### config.mk
export PLATFORM = sky130hd
export DESIGN_NAME = universal_shift_register
export DESIGN_NICKNAME = d
export VERILOG_FILES = /design/src/rtl/usr_pkg.sv /design/src/rtl/universal_shift_register.sv
export SDC_FILE = /design/constraint.sdc
export NUM_CORES = 1
export LEC_CHECK = 0
export CAP_MARGIN = 15
export CELL_PAD_IN_SITES_DETAIL_PLACEMENT = 1
export CELL_PAD_IN_SITES_GLOBAL_PLACEMENT = 1
export CORE_UTILIZATION = 29
export CTS_CLUSTER_DIAMETER = 120
export DETAILED_ROUTE_END_ITERATION = 16
export PLACE_DENSITY = 0.75
export SYNTH_ARGS = -nofsm -noshare
export SYNTH_HDL_FRONTEND = slang
export SYNTH_SLANG_ARGS = --single-unit
export TNS_END_PERCENT = 100
### constraint.sdc
create_clock -name clk -period 1.9 [get_ports clk]
set_input_delay 0.285 -clock clk [delete_from_list [all_inputs] [get_ports clk]]
set_output_delay 0.285 -clock clk [all_outputs]
set_load 0.05 [all_outputs]
### src/rtl/usr_pkg.sv
// Shared mode encodings for the universal shift register.
package usr_pkg;

  typedef logic [2:0] usr_mode_t;

  localparam usr_mode_t MODE_HOLD  = 3'b000;
  localparam usr_mode_t MODE_SHL   = 3'b001;
  localparam usr_mode_t MODE_SHR   = 3'b010;
  localparam usr_mode_t MODE_ROL   = 3'b011;
  localparam usr_mode_t MODE_ROR   = 3'b100;
  localparam usr_mode_t MODE_ASR   = 3'b101;
  localparam usr_mode_t MODE_LOAD  = 3'b110;
  localparam usr_mode_t MODE_CLEAR = 3'b111;

endpackage

### src/rtl/universal_shift_register.sv
// WIDTH-bit register with shift/rotate/ASR/load/clear modes and a saturating
// shift counter that flags when a loaded word has been fully shifted out.
module universal_shift_register
  import usr_pkg::*;
#(
  parameter int               WIDTH       = 8,
  parameter logic [WIDTH-1:0] RESET_VALUE = '0
) (
  input  logic                       clk,
  input  logic                       reset,
  input  logic                       en,
  input  usr_mode_t                  mode,
  input  logic [WIDTH-1:0]           d,
  input  logic                       sin_lsb,
  input  logic                       sin_msb,
  output logic [WIDTH-1:0]           q,
  output logic [WIDTH-1:0]           q_bar,
  output logic                       sout_msb,
  output logic                       sout_lsb,
  output logic [$clog2(WIDTH+1)-1:0] shift_cnt,
  output logic                       drained
);

  localparam int              CW      = $clog2(WIDTH + 1);
  localparam logic [CW-1:0]   CNT_MAX = CW'(WIDTH);

  if (WIDTH < 2) begin : g_bad_width
    $fatal(1, "universal_shift_register: WIDTH must be at least 2");
  end

  logic [WIDTH-1:0] q_next;
  logic [CW-1:0]    cnt_next;
  logic             is_shift;

  always_comb begin
    q_next   = q;
    is_shift = 1'b0;
    cnt_next = shift_cnt;
    case (mode)
      MODE_SHL:   begin q_next = {q[WIDTH-2:0], sin_lsb};  is_shift = 1'b1; end
      MODE_SHR:   begin q_next = {sin_msb, q[WIDTH-1:1]};  is_shift = 1'b1; end
      MODE_ROL:   begin q_next = {q[WIDTH-2:0], q[WIDTH-1]}; is_shift = 1'b1; end
      MODE_ROR:   begin q_next = {q[0], q[WIDTH-1:1]};     is_shift = 1'b1; end
      MODE_ASR:   begin q_next = {q[WIDTH-1], q[WIDTH-1:1]}; is_shift = 1'b1; end
      MODE_LOAD:  begin q_next = d;           cnt_next = '0; end
      MODE_CLEAR: begin q_next = RESET_VALUE; cnt_next = '0; end
      default:    q_next = q;
    endcase
    // Count saturates at WIDTH so drained stays high through extra shifts.
    if (is_shift && (shift_cnt != CNT_MAX)) begin
      cnt_next = shift_cnt + CW'(1);
    end
  end

  always_ff @(posedge clk) begin
    if (reset) begin
      q         <= RESET_VALUE;
      shift_cnt <= '0;
      drained   <= 1'b0;
    end else if (en) begin
      q         <= q_next;
      shift_cnt <= cnt_next;
      drained   <= (cnt_next == CNT_MAX);
    end
  end

  assign q_bar    = ~q;
  assign sout_msb = q[WIDTH-1];
  assign sout_lsb = q[0];

endmodule

==> results.txt <==
----------------------------------------------------
[Status]
  Result of the run ... finished clean

[Drt]
  DRC marker count from the first detailed-route iteration ... 39
  Final WL ... 2.969 mm
  Wire length per cell after detailed routing ... approximately 14 µm
  1st-pass router iterations ... 4
  Number of nets with antenna violations after routing ... 0
  Residual DRC count ... 0
  Vias per cell ... approximately 5
  Total via count in the routed design ... ~1.1k

[Floorplanning]
  Area of the core region ... between 3000 and 4000 µm²
  Horizontal die dimension ... 59.19 µm
  Die extent in y ... roughly 59 µm
  Overall die area ... 3503 µm²
  Initial cell density of the core ... a little under a third
  Io pins ... 39
  Row cnt ... 20

[Critical path]
  Number of cell instances on the worst register-to-register path ... 6
  Critical path startpoint category ... flop
  Endpoint arrival time on the critical path ... approximately 1600 ps
  Critical path class ... reg -> out
  Kind of cell with the highest combined delay on the critical path ... buffers and inverters
  Buffer and inverter count on the worst path ... 1
  RR Startpoint ... shift_cnt[0]$_SDFFE_PP0P_
  Worst stage delay on the critical path ... ~830 ps
  Endpoint kind of the worst setup timing path ... primary output
  Worst flop-to-flop path endpoint ... shift_cnt[0]$_SDFFE_PP0P_
  Ordered list of cells on the worst path ... clkdlybuf4s50_1
  Critical path data required time ... approximately 1600 ps
  Maximum fanout along the worst path ... 4
  Slowest library cell on the worst path ... clkdlybuf4s50_1
  Worst R2R Setup Slack ... ~280 ps

[Synthesis]
  Number of standard cells after synthesis ... between 100 and 150
  Register area share after synthesis ... a little over a quarter
  Share of the synthesized area in the top cell type ... 27.44%
  Post-synth design cell area ... 948.4 µm²
  Mapped Avg Cell Area ... 7.527 µm²
  Synth area leaders ... dfxtp_1, a21oi_1, a211oi_1
  Number of warnings printed during yosys synthesis ... 0
  Top cells by instance count after synthesis ... a21oi_1, dfxtp_1, inv_1
  Post-synthesis cell type with the largest combined area ... dfxtp_1
  Post-synthesis net count ... 144
  FFs w/ async S/R, synth ... 0%
  Most frequent cell after synthesis ... a21oi_1
  Top flip-flop cell by instance count after synthesis ... dfxtp_1
  Yosys cell types ... 37
  Register bit count reported by yosys ... 13
  Number of synthesized flops with an enable pin ... 0

[Final layout]
  Core utilization of the finished layout ... a little under half
  Number of antenna cells inserted ... 0
  Nets@finish ... 189
  Area growth, synth to finish ... 51.05%
  Final std cells w/o fill ... 214
  Layout Cell Area excl Fill ... 1433 µm²
  Share of final-layout standard cells stronger than drive strength 1 ... ~12%

[Hold path]
  Count of cells along the worst hold path ... 2
  Hold Startpoint ... drained$_SDFFE_PP0P_
  Min-Delay Endpoint ... drained$_SDFFE_PP0P_
  Min-delay worst type ... reg -> reg

[Clocking]
  Clock Latency Late Sink ... roughly 280 ps
  Number of levels the H-tree was split into ... 1
  Total CTS buffers ... 3
  Number of hold buffers added after CTS ... 0
  TritonCTS clock tree ... done
  Postcts setup bufs ... 0
  Number of gates given a new drive strength after cts ... 0
  Clock Tree Buf Depth ... 2
  Total number of clock tree sinks ... 13
  CTS root buffer ... clkbuf_4
  Clock transition at the registers of the reported paths ... approximately 100 ps

[Timing]
  Pins over their slew limit ... 0
  Final period util ... 96.36%
  Slew of the pin with the lowest slew margin ... 507.9 ps
  Unrepaired setup endpoints after global routing ... false
  Post-route clock skew ... between 8 and 9 ps
  Hold violation count in the final report ... 0
  Highest achievable clock rate ... between 500 and 600 MHz
  Final setup vio count ... 0
  Sum Neg Setup Slack ... 0 ps
  Slew headroom ... between 60 and 70%
  Minimum period implied by the final worst setup slack ... between 1500 and 2000 ps

[GRT]
  Wire length of the first global-routing pass ... ~4.9 mm
  Initial antenna violation count ... 0
  Global-route usage over all layers ... ~18%
  Maximum number of pins on one net before global-route repair ... 17
  Overflow after GRT ... 0
  Via count of the first global-routing pass ... ~1.1k

[Pwr]
  Post-layout total power ... about 840 µW
  Peak VDD IR ... between 0.2 and 0.25 mV
  Leakage power ... ~0.6 nW
  Power Density ... slightly below 600 nW/µm²

[Flow run]
  Number of maximum-capacitance violations ... 0

[Placed design]
  HPWL after DPL ... 2.364 mm
  Placed Area ... about 1400 µm²
  Routability cong. ... 0.8463
  Placed instance count ... 210
  Total of buffers placed on input and output ports ... 38

----------------------------------------------------
-- cell families (layout without fill, tap and decap cells) --
group                    count (synthesis)  after routing  synth area share, %
AND/OR/NAND/NOR                         36             36                19.79
buffers and inverters                   23             67                12.00
XOR/XNOR                                 1              1               0.9237
multiplexers                             2              2                2.111
adder cells (fa/ha/maj)                  2              2                2.638
AO/OA/AOI/OAI                           49             49                35.09
flip-flops                              13             13                27.44
-- placed cells by master (no fill, tap or decap), drive strengths merged, types with 2 or more instances in the layout --
master         instances
or2                    6
nand3b                 2
inv                   12
o31a                   2
or3                    3
o21ai                 11
nand2                  4
nor3                   2
and3                   2
nor2                  11
dlymetal6s2s           3
a21boi                 2
clkbuf                 4
dfxtp                 13
ha                     2
a221oi                 6
a21oi                 14
a211oi                 8
buf                   16
nor2b                  2
mux2i                  2
clkdlybuf4s50         31
-- final cells by class --
type                            count  area (µm²)
Multi-Input combinational cell     90       574.3
Fill cell                         393        1645
Inverter                           13       48.80
Clock buffer                        4       26.28
Tap cell                           44       55.05
Timing Repair Buffer               50       467.9
Sequential cell                    13       260.3
-- report_power, final --
part | switching [mW] | internal (mW) | total (mW)
Sequential | 0.0257 | 0.289 | 0.315
Clock | 0.106 | 0.0814 | 0.188
Combinational | 0.205 | 0.136 | 0.341
-- per-stage QoR --
| step | hold WS, ps | setup WS [ps] |
|---|---|---|
| 4_1_cts | 489.5 | 31.58 |
| 6_report | 482.1 | 69.16 |
| 5_1_grt | 518.6 | 3.308 |
| 3_3_place_gp | 455.0 | 47.63 |
| 3_5_place_dp | 467.2 | -8.630 |
| 2_1_floorplan | 357.8 | 137.6 |
-- state kept, by name (all words and copies together) (netlist names) --
signal / cells
q: 8
drained: 1
shift_cnt: 4
-- layer usage --
layer | wire length [µm] | vias up | global-route usage (%) | part of all wire (%)
li1 | - | 540 | - | -
met1 | 1341 | 530 | 22.43 | 45
met2 | 1520 | 27 | 33.39 | 51
met3 | 107 | 0 | 3.493 | 3.6
met4 | 0 | 0 | 3.741 | 0
met5 | 0 | - | 0 | 0
-- worst max-delay path by stage --
stage                         startpoint                   endpoint  slack, ps  cells after the start
6_report               q[6]$_SDFFE_PP0P_                       q[6]         70                      1
5_1_grt                q[7]$_SDFFE_PP0P_                   q_bar[7]          3                      2
4_1_cts        shift_cnt[2]$_SDFFE_PP0P_               shift_cnt[2]         30                      1
3_5_place_dp                     mode[2]          q[6]$_SDFFE_PP0P_         -9                      4
3_3_place_gp                     mode[2]       drained$_SDFFE_PP0P_         50                      5
2_1_floorplan  shift_cnt[0]$_SDFFE_PP0P_  shift_cnt[0]$_SDFFE_PP0P_        140                      6
No activity file was read; power rests on OpenSTA's default activity.
